$ cat src/rtl/apb_reg_bank.sv
// Parametrised APB slave register bank with wait states, error reporting and read-only masking.
// Optional APB_REG_BANK_PSTRB_EN: byte strobes qualify writes; otherwise every write updates the full word.

module apb_reg_bank_slot #(
    parameter int                    DATA_WIDTH  = 32,
    parameter logic [DATA_WIDTH-1:0] RESET_VALUE = '0
) (
    input  logic                    CLK,
    input  logic                    RESET,
    input  logic                    we,
    input  logic [DATA_WIDTH/8-1:0] byte_en,
    input  logic [DATA_WIDTH-1:0]   wdata,
    output logic [DATA_WIDTH-1:0]   q
);
    always_ff @(posedge CLK) begin
        if (RESET) begin
            q <= RESET_VALUE;
        end else if (we) begin
            for (int b = 0; b < DATA_WIDTH/8; b++) begin
                if (byte_en[b]) q[8*b +: 8] <= wdata[8*b +: 8];
            end
        end
    end
endmodule

module apb_reg_bank #(
    parameter int                           DATA_WIDTH   = 32,
    parameter int                           REG_NUM_BITS = 4,
    parameter int                           WAIT_CYCLES  = 0,
    parameter logic [2**REG_NUM_BITS-1:0]   RO_MASK      = '0,
    parameter logic [DATA_WIDTH-1:0]        RESET_VALUE  = '0
) (
    input  logic                                   CLK,
    input  logic                                   RESET,
    input  logic                                   i_psel,
    input  logic                                   i_penable,
    input  logic                                   i_pwrite,
    input  logic [31:0]                            i_paddr,
    input  logic [DATA_WIDTH-1:0]                  i_pwdata,
    input  logic [DATA_WIDTH/8-1:0]                i_pstrb,
    output logic [DATA_WIDTH-1:0]                  o_prdata,
    output logic                                   o_pready,
    output logic                                   o_pslverr,
    output logic [(2**REG_NUM_BITS)*DATA_WIDTH-1:0] o_regs,
    output logic [2**REG_NUM_BITS-1:0]             o_wr_stb
);
    localparam int NREG = 2**REG_NUM_BITS;
    localparam int NB   = DATA_WIDTH/8;
    localparam int AL   = $clog2(NB);
    localparam logic [31:0] ALIGN_MASK = 32'((64'(1) << AL) - 64'(1));

    typedef enum logic {S_IDLE, S_ACCESS} state_t;

    state_t                            state_q, state_d;
    logic [3:0]                        wcnt_q, wcnt_d;
    logic                              done;
    logic [REG_NUM_BITS-1:0]           idx;
    logic                              misaligned, out_of_range, err, we;
    logic [NB-1:0]                     byte_en;
    logic [NREG-1:0][DATA_WIDTH-1:0]   regs;
    logic [NREG-1:0]                   wr_stb_q;

    assign idx          = i_paddr[AL +: REG_NUM_BITS];
    assign misaligned   = |(i_paddr & ALIGN_MASK);
    assign out_of_range = |(i_paddr >> (REG_NUM_BITS + AL));
    assign err          = misaligned | out_of_range | (i_pwrite & RO_MASK[idx]);

    always_ff @(posedge CLK) begin
        if (RESET) begin
            state_q <= S_IDLE;
            wcnt_q  <= '0;
        end else begin
            state_q <= state_d;
            wcnt_q  <= wcnt_d;
        end
    end

    always_comb begin
        state_d = state_q;
        wcnt_d  = wcnt_q;
        done    = 1'b0;
        case (state_q)
            S_IDLE: begin
                if (i_psel && !i_penable) begin
                    state_d = S_ACCESS;
                    wcnt_d  = 4'(WAIT_CYCLES);
                end
            end
            S_ACCESS: begin
                // Losing psel mid-access abandons the transfer without side effects.
                if (!i_psel) begin
                    state_d = S_IDLE;
                end else if (i_penable) begin
                    if (wcnt_q != 4'd0) begin
                        wcnt_d = wcnt_q - 4'd1;
                    end else begin
                        done    = 1'b1;
                        state_d = S_IDLE;
                    end
                end
            end
            default: state_d = S_IDLE;
        endcase
    end

    assign o_pready  = done & ~RESET;
    assign o_pslverr = o_pready & err;
    assign o_prdata  = (o_pready && !i_pwrite && !err) ? regs[idx] : '0;
    assign we        = o_pready & i_pwrite & ~err;

`ifdef APB_REG_BANK_PSTRB_EN
    assign byte_en = i_pstrb;
`else
    logic unused_pstrb;
    assign byte_en      = '1;
    assign unused_pstrb = ^i_pstrb;
`endif

    for (genvar i = 0; i < NREG; i++) begin : g_reg
        apb_reg_bank_slot #(
            .DATA_WIDTH  (DATA_WIDTH),
            .RESET_VALUE (RESET_VALUE)
        ) u_slot (
            .CLK     (CLK),
            .RESET   (RESET),
            .we      (we && (idx == REG_NUM_BITS'(i))),
            .byte_en (byte_en),
            .wdata   (i_pwdata),
            .q       (regs[i])
        );
    end

    // Strobe is registered so it lines up with the updated o_regs value.
    always_ff @(posedge CLK) begin
        if (RESET) begin
            wr_stb_q <= '0;
        end else begin
            wr_stb_q <= '0;
            if (we) wr_stb_q[idx] <= 1'b1;
        end
    end

    assign o_regs   = regs;
    assign o_wr_stb = wr_stb_q;
endmodule
$ cat config.mk
export PLATFORM = sky130hd
export DESIGN_NAME = apb_reg_bank
export DESIGN_NICKNAME = d
export VERILOG_FILES = /design/src/rtl/apb_reg_bank.sv
export SDC_FILE = /design/constraint.sdc
export NUM_CORES = 1
export LEC_CHECK = 0
export CAP_MARGIN = 20
export CORE_AREA = 2 2 246 248
export DETAILED_ROUTE_END_ITERATION = 12
export DIE_AREA = 0 0 248 250
export PLACE_DENSITY_LB_ADDON = 0.12
export SYNTH_ARGS = -nofsm -noshare
export SYNTH_HDL_FRONTEND = slang
export SYNTH_SLANG_ARGS = --single-unit
$ cat constraint.sdc
create_clock -name CLK -period 2.5 [get_ports CLK]
set_input_delay 0.25 -clock CLK [delete_from_list [all_inputs] [get_ports CLK]]
set_output_delay 0.25 -clock CLK [all_outputs]
set_load 0.005 [all_outputs]
# Word-level counts from Yosys, hierarchy flattened

Memory sizes are Yosys's and may differ from the RTL's.
Cells that the tools add are included.

Register bits: 533
ROM bits: 16
Input bits: 73
Output and inout port bits: 562
Word-level logic and storage cells: 102
Memories kept: 1

Add/sub/neg operators: 1
Order comparisons: 2
Equality and inequality tests: 19
Muxes and demuxes: 20
Bitwise logic cells: 11
Reduce and logical (&&, ||, !) cells: 29

Memory list:

| memory           | depth | width | rd ports | clocked after memory_dff | write ports | RTL line | text |
|---|---|---|---|---|---|---|---|
| (name not given) | 16    | 1     | 1        | 0                        | 0           | 66       | `assign err = misaligned \| out_of_range \| (i_pwrite & RO_MASK[idx]);` |

Operators by type and width:

| operator                                              | number |
|---|---|
| binary-select mux 32 bit (select 4 bit)               | 1 |
| two-way mux 32 bit                                    | 2 |
| == test 4 bit, second input constant                  | 8 |
| OR reduction 26 bit                                   | 1 |
| logical AND 1 bit                                     | 20 |
| == test 4 x 3 -> 1 bit, second input constant         | 4 |
| two-way mux 4 bit                                     | 4 |
| two-way mux 1 bit                                     | 10 |
| == test 4 x 2 -> 1 bit, second input constant         | 2 |
| case mux 4 bit (2 select lines)                       | 1 |
| inequality test 2 bit, second input constant          | 3 |
| bitwise AND 1 bit                                     | 5 |
| < comparator 4 x 5 -> 1 bit, second input constant    | 1 |
| demux 1 bit (select 4 bit)                            | 1 |
| == test 4 x 1 -> 1 bit, second input constant         | 1 |
| >= comparator 4 x 1 -> 1 bit, second input constant   | 1 |
| logical NOT 4 bit                                     | 1 |
| inverter 1 bit                                        | 4 |
| AND reduction 4 bit                                   | 1 |
| nonzero test 4 bit                                    | 1 |
| OR reduction 2 bit                                    | 2 |
| subtractor 4 x 1 -> 4 bit, second input constant      | 1 |
| logical NOT 1 bit                                     | 3 |
| inequality test 2 x 1 -> 1 bit, second input constant | 1 |
| 2 further kinds                                       | 3 |

# Logic depth before layout (Yosys ltp)

Depth after elaboration: 10
Gate-level depth with buffers: 10
Depth with buffers taken out: 7

# Hierarchy

A second synthesis with hierarchy kept.

Cells, all modules: 2,724
Area total of the unflattened synthesis: 28,227.1 um2

By module, submodules not included:

| module            | instances | cells each | area each (um2) | seq. area each (um2) |
|---|---|---|---|---|
| apb_reg_bank_slot | 16        | 146        | 1,463.9         | 640.6 |
| apb_reg_bank      | 1         | 388        | 4,804.6         | 420.4 |

# Least setup slack after synthesis

No wires, ideal clock.

Path type: register to output
Start point: register wcnt_q[0]
End point: output port o_prdata[10]
Arrival: 2,010 ps
Required time: 2,250 ps
Path slack: 240 ps
Stages on the path, launching flop included: 10
Buffers on the path: 3
Path through: dfxtp_1 inv_1 ha_1 or3b_4 nor4_4 buf_6 buf_8 nand4b_1 buf_2 a21oi_1

Cells in the longest elaborated chain, start to end: 9

Ends and longest elaborated chain:

| what                           | RTL line | text |
|---|---|---|
| from (decl)                    | 55       | `logic [3:0] wcnt_q, wcnt_d;` |
| from (signal assigned)         | 74       | `wcnt_q <= wcnt_d;` |
| nonzero test 4 bit             | 94       | `if (wcnt_q != 4'd0) begin` |
| two-way mux 1 bit              | 94       |  |
| two-way mux 1 bit              | 93       | `end else if (i_penable) begin` |
| two-way mux 1 bit              | 91       | `if (!i_psel) begin` |
| two-way mux 1 bit              | 82       | `case (state_q)` |
| bitwise AND 1 bit              | 106      | `assign o_pready = done & ~RESET;` |
| named net o_pready             | 42       | `output logic o_pready,` |
| logical AND 1 bit (2 in a row) | 108      | `assign o_prdata = (o_pready && !i_pwrite && !err) ? regs[idx] : '0;` |
| two-way mux 32 bit             | 108      |  |
| to (decl)                      | 41       | `output logic [DATA_WIDTH-1:0] o_prdata,` |

The timed path passes the listed nets, and every way through them passes these cells.

# Final worst setup path

Start point: register wcnt_q[1]
End point: output port o_prdata[14]

Cells in the longest elaborated chain, start to end: 9

Ends and longest elaborated chain:

| what                           | RTL line |
|---|---|
| nonzero test 4 bit             | 94 |
| two-way mux 1 bit              | 94 |
| two-way mux 1 bit              | 93 |
| two-way mux 1 bit              | 91 |
| two-way mux 1 bit              | 82 |
| bitwise AND 1 bit              | 106 |
| logical AND 1 bit (2 in a row) | 108 |
| two-way mux 32 bit             | 108 |

Every way passes these cells.

==> results.toml <==
[timing]
worstMarginPinSlew_ps = 739
skew_ps = 16.7
setup_ws_ps = -396
min_period_over_period = 1.16
slew_violations = 0
hold_slack_ps = 74.3
finalSetupViolCount = 32
setup-tns-final_ps = -10720
max_freq_ghz = 0.345
finalCriticalPeriod_ps = 2900
finalHoldViolations = 0
slew_headroom = 0.507
rsz0062_at_grt = "yes"

[worst_setup_path]
arrival_ps = 2650
crit_chain = "inv_4 > ha_4 > or3b_4 > nor4_4 > nand4b_1 > buf_6 > buf_8 > buf_16 > a21oi_2 > buf_2"
critPathLaunchType = "flop"
regToRegSetupSlack_ps = 50
path_class = "flop to primary output"
reg2reg_depth = 11
cp_slowest_stage_delay_ps = 400
critPathMaxFanout = 6
critical_path.slowest_cell = "or3b_4"
cp_top_family = "simple AND/OR/NAND/NOR gates"
path_buf_inv = 5
cp_data_required_time_ps = 2250
r2r_start = "wcnt_q[1]$_SDFFE_PP0P_"
end_kind = "primary output"
r2r-end = "g_reg[7].u_slot.q[24]$_SDFFE_PP0P_"

[floorplan]
dieHeight_microns = 250
start_util = 0.413
io_pins = 635
core.rowCount = 90
core_area_sq_um = 59600
die_area_sq_um = 62000
die_x_microns = 248

[final_layout]
nFillCells = 4905
drive_above_1_share = 0.177
syn_to_final_growth_pct = 42.2
final_net_count = 2861
design_area_sq_um = 34900

[clocking]
clockRootBuffer = "clkbuf_16"
clock-sinks = 533
cts_hold_buf = 0
clock_path_buffers = 3
htreeDepth = 2
numCtsBuffers = 57
cts_tree = "done"
clk_latency_ps = 610
path_clk_slew_ps = 60

[global_routing]
antenna_found_initial = 4
grt_pass1_wl_microns = 138000
track_usage = 0.301
gr-total-overflow = 0
grt_max_degree = 201
grt_pass1_vias = 20000

[logic_synthesis]
yosys_warnings = 0
syn_nets = 2214
synth_top_area_share = 0.434
synth_cell_type_count = 37
ys_seq_area_frac = 0.434
syn_inst = 2140
yosys.area.top_type = "dfxtp_1"
ys_seq_elements = 533
syn_area_sq_um = 24600
syn_area_per_cell_sq_um = 11.5
netlist_top_cells_area = "dfxtp_1 43%, mux2i_1 21%, nand2b_1 14%"

[routing]
detail-route-antenna-nets = 0
dr.pass1.iters = 6
post-route-drc-count = 0
wl_per_cell_microns = 26.4
via_per_inst = 5.43
vias = 19700
routed_wl_microns = 95500
drtIter0Drc = 1429

[status]
status = "finished with violations"
failed_checks = "negative setup slack"

[pwr]
power_density_nw_per_um2 = 515
leakagePower_nw = 15.7
p_total_mw = 18.0
ir_drop_v = 0.000473

[job]
maxCapViolCount = 0

[placement]
gp_congestion = 0.922
hpwl_microns = 66700
portBuffers = 630
placed_area_sq_um = 32500
dp_slack_ps = -355

[worst_hold_path]
hold_path_depth = 3
hold_path_class = "primary input to flop"
hp-start = "RESET"
hold_end = "wcnt_q[1]$_SDFFE_PP0P_"
==> registers in the layout, summed over array words and instances (netlist names) <==
name and cells:
g.u_slot.q 512, o_wr_stb 16, wcnt_q 4, state_q 1
==> power breakdown <==
| part | switching (mW) | total (mW) | internal, mW |
|---|---|---|---|
| registers | 0.00635 | 8.50 | 8.50 |
| clock network | 3.53 | 8.43 | 4.90 |
| logic | 0.546 | 1.06 | 0.517 |
| total | 4.08 | 18.0 | 13.9 |
==> cells in the mapped netlist (all sizes together) <==
cell type  number
nand2b        547
dfxtp         533
mux2i         515
clkbuf        144
mux4          128
buf            82
a22oi          64
a21oi          36
inv            19
nand4          16
nor4           10
and3            9
nand2           9
nor3b           4
nor2            3
nor2b           3
a211oi          2
a21boi          2
and2            2
nor3            2
o21ai           2
and4            1
and4b           1
ha              1
nand3           1
nand4b          1
or2             1
or3             1
or3b            1
==> cells in the final DEF, fill, tap and decap left out, types with 32 or more instances in the layout <==
master	instances
clkdlybuf4s50_1	593
nand2b_1	547
dfxtp_1	531
mux2i_1	515
mux4_2	128
buf_4	104
a22oi_1	64
clkbuf_16	59
buf_12	56
buf_2	32
==> timing repair <==
action                     in CTS  in global routing
gates cloned                    2                  0
setup endpoints to repair     281                 82
pin swaps                       6                  3
resized for setup             195                 33
setup buffers                  49                 16
==> metal layers <==
layer | up-vias | track usage | wire (microns) | share of wire
li1 | 8759 | - | - | -
met1 | 9915 | 0.390 | 39600 | 0.41
met2 | 788 | 0.487 | 45300 | 0.47
met3 | 193 | 0.0650 | 6470 | 0.068
met4 | 2 | 0.122 | 4100 | 0.043
met5 | - | 0 | 13 | 0.00014
==> worst max path at each step <==
stage | start | to | slack [ps] | depth (start not counted)
floorplan | wcnt_q[0]$_SDFFE_PP0P_ | o_prdata[10] | 240 | 9
global placement | i_paddr[12] | o_prdata[14] | -320 | 7
CTS | wcnt_q[1]$_SDFFE_PP0P_ | o_prdata[31] | -390 | 10
finish | wcnt_q[1]$_SDFFE_PP0P_ | o_prdata[14] | -400 | 10
detailed placement | i_paddr[22] | o_prdata[28] | -360 | 8
global route | wcnt_q[1]$_SDFFE_PP0P_ | o_prdata[15] | -470 | 10
==> per-stage QoR <==
step / instances / utilization
2_1_floorplan: 2140 / -
3_3_place_gp: 3459 / 0.545
3_5_place_dp: 3459 / 0.545
4_1_cts: 3611 / 0.585
5_1_grt: 3617 / 0.587
6_report: 3619 / 0.587
==> cell type report <==
class	count	area (sq um)	share of cell area
diodes	3	7.51	0.000215
clock buffers	94	1770	0.0506
clock inverters	12	95.1	0.00272
inverters	19	73.8	0.00211
multi-input cells	1362	13000	0.372
flip-flops and latches	533	10700	0.305
well taps	782	978	0.0280
repair buffers	814	8350	0.239
==> logic make-up after synthesis <==
family,Yosys count,share of synthesized area
DFF,533,0.434
muxes,643,0.327
and+or+nand+nor,612,0.162
AOI/OAI and AO/OA,106,0.0285
buffers and inverters,245,0.0476
adders and majority gates,1,0.000509
==> worst register-to-register path, cell delays in order (launching register included) <==
cell,delay (ps)
dfxtp_2,340
inv_4,70
ha_4,140
or3b_4,400
nor4_4,210
buf_4,180
buf_4,110
buf_12,140
buf_4,130
nand4_4,120
buf_4,270
mux2i_1,180
Power figures use the tool's default switching activity.
==> RTL change, RTL diff (same settings) <==
Put a register stage on the output `o_pslverr`, cleared by the reset. The value now appears one clock later. The other outputs are not delayed to match.
--- a/src/rtl/apb_reg_bank.sv
+++ b/src/rtl/apb_reg_bank.sv
@@ -105,5 +105,11 @@
 
     assign o_pready  = done & ~RESET;
-    assign o_pslverr = o_pready & err;
+    always_ff @(posedge CLK) begin
+        if (RESET) begin
+            o_pslverr <= '0;
+        end else begin
+            o_pslverr <= o_pready & err;
+        end
+    end
     assign o_prdata  = (o_pready && !i_pwrite && !err) ? regs[idx] : '0;
     assign we        = o_pready & i_pwrite & ~err;
Function: changed (Yosys sat finds a counterexample within 4 cycles, from zero or initial values and one cycle with RESET high).
==> RTL change against the unedited design <==
  * The flow still finishes with violations (setup timing)
  * Setup slack got worse by 0.11 ns
  * Design area up 2.6%
  * Count of clock-buffer cells in the layout down 11
  * Area after synthesis is essentially flat
  * Total power increased by 2.4%
  * Routed wire length rose by 7.2%
  * First-iteration DRC count is 7.3% lower
  * Sequential cell count rose by 1
  * Hold slack gained 0.27 ns
  * Largest cell class unchanged
  * Largest power group is now clock
==> RTL change: results (changes against the unedited design) <==
| Metric | Value |
|---|---|
| Total clock buffers created by CTS | `58 (+1.8%)` |
| Fraction of final layout cells with drive strength greater than 1 | `18.5% (+0.78 points)` |
| Global-route wire length before repair | `143000 µm (+3.4%)` |
| Met1 demand-to-capacity share in global routing | `40.5% (+1.6 points)` |
| Placed Instances | `3461 (+0.058%)` |
| Count of non-filler cells in the finished layout | `3632 (+0.36%)` |
| Leading post-synthesis cells by cell area | `dfxtp_1, mux2i_1, nand2b_1` |
| Minimum setup slack after placement | `-0.370 ns (-0.0151 ns)` |
| Area of placed instances | `32500 µm² (about the same)` |
| Worst flop-to-flop path endpoint | `g_reg[4].u_slot.q[11]$_SDFFE_PP0P_` |
| Avg Vias per Cell | `5.49 (+1.0%)` |
| Reg-to-reg setup timing slack | `-0.16 ns (-0.21 ns)` |
| Met3 Track Usage GR | `6.31% (-0.18 points)` |
| Internal Power | `14.3 mW (+3.0%)` |
| Iteration-0 DRC count of the detailed router | `1325 (-7.3%)` |
| Sequential fraction of design power | `46.2% (-1.0 points)` |
| CP max stage cell | `or3b_4` |
| Crit path max fanout | `7 (+1)` |
| Share of synthesized area occupied by flip-flops and latches | `43.4% (+0.044 points)` |
| Total routing usage reported by global routing | `31.4% (+1.3 points)` |
| Aggregate negative setup slack | `-28.58 ns (-17.86 ns)` |
| Number of antenna violations at the first check in global routing | `1 (-3)` |
| Crit path arrival time | `2.76 ns (+0.11 ns)` |
| Global-route layer with the greatest usage | `met2` |
| Placer's final routability congestion estimate | `0.920 (-0.22%)` |
| Met2 layer wire length in the routed design | `48800 µm (+7.8%)` |
| Post-detail-place hpwl | `66600 µm (-0.22%)` |
| Total routed wire length on the met1 layer | `42400 µm (+7.1%)` |
| Clock Power | `8.88 mW (+5.3%)` |
| Met3 wire len | `6770 µm (+4.5%)` |
| Unique masters post-synth | `36 (-2.7%)` |
| Violations in the final reports | `setup timing` |
| Leakage component of the power | `16.1 nW (+2.7%)` |
| Count of cells along the worst hold path | `3 (unchanged)` |
| End of the critical path | `o_prdata[15]` |
| Total wire length after detailed routing | `102000 µm (+7.2%)` |
| Final Net Count | `2882 (+0.73%)` |
| Worst hold margin | `0.349 ns (+0.274 ns)` |
| Synthesized area per cell | `11.5 µm² (about the same)` |
| Post-route worst setup slack | `-0.508 ns (-0.112 ns)` |
| Count of filler cells inserted in the layout | `4865 (-0.82%)` |
| Area of combinational cells with multiple inputs | `13000 µm² (about the same)` |
| GR met2 Demand/Resource | `50.8% (+2.1 points)` |
| Number of global-route vias before repair | `20300 (+1.1%)` |
| Top cell types by occurrence after synthesis | `nand2b_1, dfxtp_1, mux2i_1, clkbuf_1, mux4_2` |
| Final setup violation count | `280 (+780%)` |
| Worst Skew | `0.0221 ns (+0.00534 ns)` |
| Maximum vdd ir drop | `0.000604 V (+28%)` |
| Antenna diode count | `0 (-3)` |
| Result of the run | `finished, violations left` |
| Number of iterations in the first detailed-routing pass | `7 (+1)` |
| Pin count of the biggest net entering global routing | `213 (+6.0%)` |
-- RTL change: changes by cell type in the layout (fill, tap and decap cells not counted), sizes merged, moves of 2 or more --
cell / delta
buf: +9
inv: -3
nor3: -2
nor3b: +2
diode: -3
clkinv: +6
bufinv: +5
-- RTL change: repair_timing --
action / in CTS / in global routing
gates resized for setup: 257 / 44
buffers inserted: 37 / 17
gates cloned: 15 / 13
hold endpoints to repair: 0 / 0
endpoints found under the setup margin: 217 / 549
pin swaps: 3 / 2
-- RTL change: area by class of cell --
cell class / instances / share of cell area [%]
clock buffer: 83 / 4.76
clock inverter: 19 / 0.705
inverter: 19 / 0.255
multi-input combinational: 1361 / 36.3
sequential: 534 / 29.8
tap: 782 / 2.73
timing repair buffer: 834 / 25.4
-- RTL change: cells by family after synthesis --
group / Yosys count / share of synthesized area (%)
adders and majority gates: 1 / 0.0508
and+or+nand+nor: 611 / 16.2
DFF: 534 / 43.4
muxes: 643 / 32.7
buffers and inverters: 245 / 4.75
AOI/OAI and AO/OA: 106 / 2.85
